File: config.mk
export PLATFORM = sky130hd
export DESIGN_NAME = slave_port
export DESIGN_NICKNAME = d
export VERILOG_FILES = /design/src/rtl/slave_port.sv
export SDC_FILE = /design/constraint.sdc
export NUM_CORES = 1
export LEC_CHECK = 0
export ABC_AREA = 1
export CORE_MARGIN = 3
export CORE_UTILIZATION = 39
export DETAILED_ROUTE_END_ITERATION = 6
export MAX_ROUTING_LAYER = met4
export PLACE_DENSITY = 0.72
export SLEW_MARGIN = 20
export SYNTH_ARGS = -nofsm -noshare
export SYNTH_HDL_FRONTEND = slang
export SYNTH_SLANG_ARGS = --single-unit
export TNS_END_PERCENT = 1
File: constraint.sdc
create_clock -name clk -period 1.8 [get_ports clk]
set_input_delay 0.18 -clock clk [delete_from_list [all_inputs] [get_ports clk]]
set_output_delay 0.18 -clock clk [all_outputs]
set_load 0.02 [all_outputs]
File: src/rtl/slave_port.sv
// slave_port: serial-bus slave endpoint; deserialises address/data frames and performs one
// access on a local parallel memory port. Optional read timeout: define SLAVE_RD_TIMEOUT_EN.
module slave_port #(
  parameter int ADDR_WIDTH = 12,
  parameter int DATA_WIDTH = 8,
  parameter int RD_TIMEOUT = 16
) (
  input  logic                  clk,
  input  logic                  rstn,
  input  logic                  swdata,
  input  logic                  smode,
  input  logic                  mvalid,
  output logic                  srdata,
  output logic                  svalid,
  output logic                  sready,
  output logic [ADDR_WIDTH-1:0] smemaddr,
  output logic [DATA_WIDTH-1:0] smemwdata,
  output logic                  smemwen,
  output logic                  smemren,
  input  logic [DATA_WIDTH-1:0] smemrdata,
  input  logic                  smemrvalid
);

  // state | meaning
  // IDLE  | waiting for the first frame bit
  // ADDR  | shifting in address bits 1..ADDR_WIDTH-1
  // WDATA | shifting in write data bits
  // WRITE | one-cycle memory write strobe
  // READ  | one-cycle memory read request
  // RWAIT | waiting for smemrvalid (or timeout)
  // RDATA | streaming read data out, LSB first
  typedef enum logic [2:0] {IDLE, ADDR, WDATA, WRITE, READ, RWAIT, RDATA} state_e;

  localparam int MAX_LEN = (ADDR_WIDTH > DATA_WIDTH) ? ADDR_WIDTH : DATA_WIDTH;
  localparam int CNT_W   = $clog2(MAX_LEN + 1);
  localparam logic [CNT_W-1:0] ADDR_LAST = CNT_W'(ADDR_WIDTH - 1);
  localparam logic [CNT_W-1:0] DATA_LAST = CNT_W'(DATA_WIDTH - 1);
  localparam logic [CNT_W-1:0] CNT_ONE   = CNT_W'(1);

  state_e                state_q, state_d;
  logic [CNT_W-1:0]      cnt_q, cnt_d;
  logic                  mode_q, mode_d;
  logic [ADDR_WIDTH-1:0] addr_q, addr_d;
  logic [DATA_WIDTH-1:0] wdata_q, wdata_d;
  logic [DATA_WIDTH-1:0] rshift_q, rshift_d;
  logic                  srdata_q, srdata_d;
  logic                  svalid_q, svalid_d;
  logic                  sready_q, sready_d;
  logic                  wen_q, wen_d;
  logic                  ren_q, ren_d;

`ifdef SLAVE_RD_TIMEOUT_EN
  localparam int TMO_W = (RD_TIMEOUT > 1) ? $clog2(RD_TIMEOUT) : 1;
  localparam logic [TMO_W-1:0] TMO_LOAD = TMO_W'(RD_TIMEOUT - 1);
  logic [TMO_W-1:0] tmo_q, tmo_d;
`endif

  always_comb begin
    state_d  = state_q;
    cnt_d    = cnt_q;
    mode_d   = mode_q;
    addr_d   = addr_q;
    wdata_d  = wdata_q;
    rshift_d = rshift_q;
    srdata_d = 1'b0;
`ifdef SLAVE_RD_TIMEOUT_EN
    tmo_d    = tmo_q;
`endif
    unique case (state_q)
      IDLE: begin
        if (mvalid) begin
          addr_d  = {swdata, addr_q[ADDR_WIDTH-1:1]};
          mode_d  = smode;
          cnt_d   = CNT_ONE;
          state_d = ADDR;
        end
      end
      ADDR: begin
        if (mvalid) begin
          addr_d = {swdata, addr_q[ADDR_WIDTH-1:1]};
          if (cnt_q == ADDR_LAST) begin
            cnt_d   = '0;
            state_d = mode_q ? WDATA : READ;
          end else begin
            cnt_d = cnt_q + CNT_ONE;
          end
        end
      end
      WDATA: begin
        if (mvalid) begin
          wdata_d = {swdata, wdata_q[DATA_WIDTH-1:1]};
          if (cnt_q == DATA_LAST) begin
            cnt_d   = '0;
            state_d = WRITE;
          end else begin
            cnt_d = cnt_q + CNT_ONE;
          end
        end
      end
      WRITE: begin
        state_d = IDLE;
      end
      READ: begin
        state_d = RWAIT;
`ifdef SLAVE_RD_TIMEOUT_EN
        tmo_d   = TMO_LOAD;
`endif
      end
      RWAIT: begin
        // the first output bit is launched on the capture edge so svalid runs gap-free
        if (smemrvalid) begin
          srdata_d = smemrdata[0];
          rshift_d = {1'b0, smemrdata[DATA_WIDTH-1:1]};
          state_d  = RDATA;
`ifdef SLAVE_RD_TIMEOUT_EN
        end else if (tmo_q == '0) begin
          srdata_d = 1'b1;
          rshift_d = {1'b0, {(DATA_WIDTH-1){1'b1}}};
          state_d  = RDATA;
        end else begin
          tmo_d = tmo_q - TMO_W'(1);
`endif
        end
      end
      RDATA: begin
        if (cnt_q == DATA_LAST) begin
          cnt_d   = '0;
          state_d = IDLE;
        end else begin
          cnt_d    = cnt_q + CNT_ONE;
          srdata_d = rshift_q[0];
          rshift_d = {1'b0, rshift_q[DATA_WIDTH-1:1]};
        end
      end
      default: begin
        state_d = IDLE;
        cnt_d   = '0;
      end
    endcase
  end

  assign sready_d = (state_d == IDLE);
  assign svalid_d = (state_d == RDATA);
  assign wen_d    = (state_d == WRITE);
  assign ren_d    = (state_d == READ);

  always_ff @(posedge clk) begin
    if (!rstn) begin
      state_q  <= IDLE;
      cnt_q    <= '0;
      mode_q   <= 1'b0;
      addr_q   <= '0;
      wdata_q  <= '0;
      rshift_q <= '0;
      srdata_q <= 1'b0;
      svalid_q <= 1'b0;
      sready_q <= 1'b1;
      wen_q    <= 1'b0;
      ren_q    <= 1'b0;
    end else begin
      state_q  <= state_d;
      cnt_q    <= cnt_d;
      mode_q   <= mode_d;
      addr_q   <= addr_d;
      wdata_q  <= wdata_d;
      rshift_q <= rshift_d;
      srdata_q <= srdata_d;
      svalid_q <= svalid_d;
      sready_q <= sready_d;
      wen_q    <= wen_d;
      ren_q    <= ren_d;
    end
  end

`ifdef SLAVE_RD_TIMEOUT_EN
  always_ff @(posedge clk) begin
    if (!rstn) begin
      tmo_q <= '0;
    end else begin
      tmo_q <= tmo_d;
    end
  end
`endif

  assign srdata    = srdata_q;
  assign svalid    = svalid_q;
  assign sready    = sready_q;
  assign smemaddr  = addr_q;
  assign smemwdata = wdata_q;
  assign smemwen   = wen_q;
  assign smemren   = ren_q;

endmodule

; ---- After elaboration in Yosys (flattened, before gate mapping)
; Cells that the tools add are included.
[totals]
register_bits = 41
output_inout_bits = 25
inputBits = 14
[classes]
add_sub_neg = 1
reduce_logical = 10
n_eq_ne = 16
muxes = 21
n_bitwise = 1
[op_table]
columns = cell, n
row1 = 2-to-1 mux 3 bit, 8
row2 = 2-to-1 mux 4 bit, 5
row3 = case mux 4 bit (5 select lines), 1
row4 = case mux 3 bit (6 select lines), 1
row5 = 2-to-1 mux 8 bit, 2
row6 = case mux 8 bit (2 select lines), 1
row7 = "equality test 3 bit, second input constant", 5
row8 = "!= test 2 bit, second input constant", 5
row9 = "equality test 3 x 2 -> 1 bit, second input constant", 3
row10 = zero test 3 bit, 2
row11 = AND reduction 2 bit, 3
row12 = "adder 4 x 1 -> 4 bit, second input constant", 1
row13 = "equality test 4 x 3 -> 1 bit, second input constant", 1
row14 = "equality test 4 bit, second input constant", 1
row15 = AND reduction 4 bit, 1
row16 = "equality test 3 x 1 -> 1 bit, second input constant", 1
row17 = AND reduction 3 bit, 1
row18 = OR reduction 3 bit, 1
row19 = 2-to-1 mux 1 bit, 2
row20 = case mux 1 bit (2 select lines), 1
row21 = nonzero test 2 bit, 1
row22 = OR reduction 2 bit, 1
row23 = NOT 1 bit, 1

; ---- Logic depth before layout (Yosys ltp)
[logic_depth]
ltp_word = 5
depth_mapped = 9
ltp_nobuf = 9

; ---- Worst setup path before layout
; No wires, ideal clock.
[synth_path]
path_type = register to register
startpoint = register cnt_q[0]
endpoint = register rshift_q[6]
path_slack_ns = 0.537
n_path_buf = 0
path_stages_with_launch = 8
setup_time_ns = 0.070
period_less_slack_ns = 1.263
required_time_ns = 1.730
arrival_ns = 1.193
cell_sequence = dfxtp_1 -> ha_1 -> nand3_1 -> nand3_2 -> inv_1 -> nor2_4 -> nand2_1 -> a21oi_1
[synth_between]
elab_chain_len = 3
[synth_rtl]
columns = element, line_no
row1 = "start, declared", 41  ; logic [CNT_W-1:0] cnt_q, cnt_d;
row2 = "start signal, assigned", 162  ; cnt_q <= cnt_d;
row3 = equality test 4 x 3 -> 1 bit, 126  ; if (cnt_q == DATA_LAST) begin
row4 = != test 2 bit (no line), --
row5 = AND reduction 3 bit (no line), --
row6 = "end signal, assigned", 166  ; rshift_q <= rshift_d;
row7 = "end, declared", 45  ; logic [DATA_WIDTH-1:0] rshift_q, rshift_d;
; Every way passes these cells.
; A chain may end at the register's enable or synchronous reset.

; ---- Worst setup path in the final report
; Ends and elaborated chain as after synthesis.

==> impl_metrics.toml <==
[global_routing]
antenna_found_initial = 0
grt-ovfl-total = 0
grt_pass1_wl_um = 6280
grt_max_degree = 23
gr-usage-all-layers = 0.156
grt_use_met1 = 0.208
grt_use_met3 = 0.0360
busiest_layer = "met2"
gr-usage-met2 = 0.227
grt_pass1_vias = 1459

[sta]
rsz0062_at_grt = "no"
timing_hold_violations_final = 0
final.setup.tns_ns = 0
min_period_over_period = 0.859
worstMarginPinSlew_ns = 0.401
maxSlewViolCount = 0
relSlewSlack = 0.732
min_period_ns = 1.55
max_freq_mhz = 647
skew_ns = 0.00554
hold_slack_ns = 0.459
setup_viol = 0

[clock_tree]
cts_made_buffers = 5
hold_buffers = 0
ctsRootBufferMaster = "clkbuf_8"
cts.htree.levels = 2
clkLatencyLatePin_ns = 0.29
cts.sinks = 40
cts_resized = 0
cts_buffer_depth = 2
clk_pin_slew_worst_paths_ns = 0.08
cts_tree = "yes"
postCtsSetupBuffers = 0

[floorplan]
row_count = 23
start_util = 0.415
pin_count = 39
core_sq_mm = 0.00409
die_h_um = 71.9
die_area_sq_mm = 0.00517
die_w_um = 71.9

[drt]
drtPass1Iterations = 4
drc = 0
drtIter0Drc = 81
routed_wl_um = 3670
vias_per_cell = 4.81
detail_route.wl_per_cell_um = 10.8
vias = 1632
ant_nets = 0

[logic_synthesis]
synth_area_leaders = "dfxtp_1 (47%), nor2_1 (15%), nand2_1 (10%), o21ai_0 (8.6%), nand3_1 (5.3%)"
synth_top_area_cell = "dfxtp_1"
yosysTopAreaCellShare = 0.472
syn_avg_cell_area_sq_um = 6.92
synth_fp_nets = 260
syn_area_sq_mm = 0.00170
ys_ff_latch = 40
ys_types = 21
ys_seq_area_frac = 0.472
syn_inst = 245
ys_warn_count = 0

[finish]
drive_gt1_frac = 0.0692
syn2layout_area_growth_pct = 31.9
fillCellCount = 404
fin_nets = 303
diodes = 0

[flow_run]
max_cap_violations = 0

[critical_path]
cp-end-kind = "register"
crit_required_ns = 2.03
arrival_ns = 1.77
path_max_fanout = 8
crit_type = "reg2reg"
startpoint_type = "register"

[placement]
port_buffers = 38
hpwl_um = 2600
gp_congestion = 0.887

[run_status]
status = "complete, no violations"

[pwr]
leakagePower_nw = 0.965
vdd_ir_drop_max_mv = 0.655
p_per_area_mw_per_mm2 = 778

[min_path]
hold_class = "in2reg"
## cells by family after synthesis
group,Yosys count,synth area share
AO/OA/AOI/OAI,39,0.123
adder cells (fa/ha/maj),1,0.00738
buffers and inverters,23,0.0531
flip-flops,40,0.472
AND/OR/NAND/NOR,142,0.344
## metrics by stage
step | worst slack (ns) | std cells | util | instance area, sq um | power [W]
4_1_cts | 0.262 | 339 | 0.547 | 2240 | 0.00176
3_5_place_dp | 0.278 | 331 | 0.524 | 2140 | 0.00115
3_3_place_gp | 0.256 | 331 | 0.524 | 2140 | 0.00115
2_1_floorplan | 0.537 | 245 | - | 1700 | 0.00105
5_1_grt | 0.0769 | 339 | 0.547 | 2240 | 0.00182
6_report | 0.254 | 339 | 0.547 | 2240 | 0.00174
## worst max-delay path: stages (launching register included)
cell and delay (ns):
dfxtp_1 0.37, ha_1 0.27, nand3_1 0.23, nand3_2 0.16, inv_1 0.09, nor2_4 0.18, nand2_1 0.08, a21oi_1 0.12
## registers in the layout, indices dropped and copies added, names as in the netlist
signal	flops
rshift_q	7
sready	1
mode_q	1
smemren	1
srdata	1
svalid	1
smemwen	1
state_q	3
smemwdata	8
cnt_q	4
smemaddr	12
## synthesized netlist by cell type, drive strengths merged
| library cell | number |
|---|---|
| o21ai | 31 |
| buf | 4 |
| nor3 | 1 |
| dfxtp | 40 |
| clkbuf | 2 |
| nand4 | 1 |
| nand2 | 49 |
| a22oi | 1 |
| nor2 | 72 |
| nand3 | 19 |
| inv | 17 |
| ha | 1 |
| a21oi | 7 |
## where the power goes
| group | internal, W | switching (W) |
|---|---|---|
| registers | 0.000910 | 0.0000179 |
| clock network | 0.000311 | 0.000305 |
| logic | 0.0000926 | 0.000103 |
| total | 0.00131 | 0.000426 |
## final timing paths
path | cells past startpoint | end | slack, ns | startpoint
worst max-delay path | 7 | rshift_q[6]$_SDFFE_PN0P_ | 0.25 | cnt_q[0]$_SDFFE_PN0P_
worst min-delay path | 3 | rshift_q[6]$_SDFFE_PN0P_ | 0.46 | smemrdata[7]
worst max register to register | 7 | rshift_q[6]$_SDFFE_PN0P_ | 0.25 | cnt_q[0]$_SDFFE_PN0P_
worst min register to register | 2 | rshift_q[6]$_SDFFE_PN0P_ | 0.47 | rshift_q[6]$_SDFFE_PN0P_
## per-layer routing
metal	wire, um	up-vias
li1	-	867
met1	1780	716
met2	1630	44
met3	199	5
met4	61	0
met5	0	-
## placed cells by master, fill, tap and decap left out, types with 2 or more instances in the layout
master | synthesis | routed
a21oi_1 | 7 | 7
buf_4 | 0 | 4
clkbuf_8 | 0 | 6
clkdlybuf4s50_1 | 0 | 38
dfxtp_1 | 40 | 40
inv_1 | 15 | 15
inv_2 | 2 | 2
nand2_1 | 47 | 47
nand2_2 | 2 | 2
nand3_1 | 18 | 18
nor2_1 | 69 | 69
nor2_2 | 2 | 2
o21ai_0 | 29 | 29
## area by class of cell
class	instances	area, sq um	share of cell area
clock buffers	7	86.3	0.0386
inverters	17	63.8	0.0285
well taps	50	62.6	0.0280
multi-input cells	182	805	0.360
clock inverters	1	7.51	0.00336
flip-flops and latches	40	801	0.358
repair buffers	42	410	0.184
No activity file was read; power rests on OpenSTA's default activity.
==> patch: new RTL, same settings <==
One comparison of `cnt_q` changes from == to >=.
--- a/src/rtl/slave_port.sv
+++ b/src/rtl/slave_port.sv
@@ -89,7 +89,7 @@
       WDATA: begin
         if (mvalid) begin
           wdata_d = {swdata, wdata_q[DATA_WIDTH-1:1]};
-          if (cnt_q == DATA_LAST) begin
+          if (cnt_q >= DATA_LAST) begin
             cnt_d   = '0;
             state_d = WRITE;
           end else begin
Formal check against the unedited RTL: no difference found for any inputs over 10 cycles, from zero or initial values and one cycle with rstn low; that may be too few to reach the edited logic, so the function may still have changed.
==> patch against the original RTL <==
  * Design area shrank 0.39%
  * Worst setup slack gained 0.059 ns
  * Maximum frequency grew 3.9%
  * Area after synthesis shrank 1.1%
  * Sequential cell count is the same
  * Total power grew 8.8%
  * Via count shrank 1.8%
  * First-iteration DRC count shrank 15%
  * Routed wire length grew 2.2%
  * Worst hold slack gained 0.00059 ns
  * Global-route usage grew 0.41 points
  * Critical endpoint is now state_q[0]$_SDFF_PN0_
  * Largest power group unchanged
==> patch: results <==
logic_synthesis:
  synth_compound_area_share_pct: 13.3
  yosysUniqueCellTypes: 23
  synth_xor_area_share_pct: 0.522
  synth-adder-area-share_pct: 0.746
  yosysSeqAreaShare_pct: 47.8
  synth.top_cells.by_count: "nor2_1 (52), nand2_1 (42), dfxtp_1 (40)"
  synthTopCellsByArea: "dfxtp_1 (48%), nor2_1 (12%), nand2_1 (9.4%)"
  synthesis.nets: 247
placement:
  dpl_worst_slack_ns: 0.193
  place_hpwl_mm: 2.51
  postPlaceCellArea_mm2: 0.00211
  gp_congestion: 0.939
drt:
  wl_met1_mm: 1.78
  vias: 1602
  wl_met3_um: 237
  wl_per_cell_um: 11.6
  drc_errors: 0
  initialDrtViolationCount: 69
cells_and_area:
  nets: 287
  multi_input_area_share_pct: 34.5
  fill_cells: 413
  num-multi-input-gates: 166
  clock_cell_area_share_pct: 5.45
  drive_above_1_share_pct: 6.96
  nonClkBufAreaFrac_pct: 18.4
  n_clock_buffer: 6
  stdcell_area_mm2: 0.00223
  largest_reg_flops: 12
global_route:
  grt_pass1_wl_mm: 6.29
  grtUsageMet3_pct: 5.33
  globalRouteMet2Util_pct: 24.9
  groute.layer.met1.usage_pct: 18.8
  grtUsageTotal_pct: 16.0
  grt_pass1_vias: 1502
pwr:
  p_int_mw: 1.45
  power.share.combinational_pct: 10.3
  p_leak_nw: 0.961
  ir_worst_vdd_mv: 0.529
  p_clk_uw: 771
worst_setup_path:
  crit_arrival_ns: 1.68
  crit_fanout: 4
  r2r_slack_ns: 0.31
sta:
  fin_hold_ws_ns: 0.460
  skew_ns: 0.00796
  worstMarginPinSlew_ns: 0.357
clock_tree:
  cts_buffers: 5
status:
  outcome: "finished, final reports clean"
worst_hold_path:
  worstHoldStart: "smemrdata[5]"
[patch: cell types whose count changed in the layout (fill, tap and decap cells not counted), sizes merged, moves of 2 or more]
cell	change
a21oi	+3
nor3	+2
nor2	-18
a31oi	+6
o21ai	-4
nand2	-4
[patch: critical path, stage by stage (launching register included)]
cell	delay [ns]
dfxtp_1	0.39
ha_1	0.23
nand2_1	0.07
nor2_1	0.21
nand2_1	0.11
nand2_1	0.07
nand2_1	0.06
o21ai_0	0.18
inv_1	0.05
[patch: path summary, 6_finish.rpt]
kind / to / cells past startpoint
setup / recovery: state_q[0]$_SDFF_PN0_ / 8
hold / removal: rshift_q[4]$_SDFFE_PN0P_ / 3
setup reg to reg: state_q[0]$_SDFF_PN0_ / 8
hold reg to reg: rshift_q[6]$_SDFFE_PN0P_ / 2
[patch: through the flow]
step                std cells  total power, mW
floorplan                 232             1.05
global route              323             1.98
CTS                       323             1.92
detailed placement        315             1.14
finish                    323             1.89
global placement          315             1.14
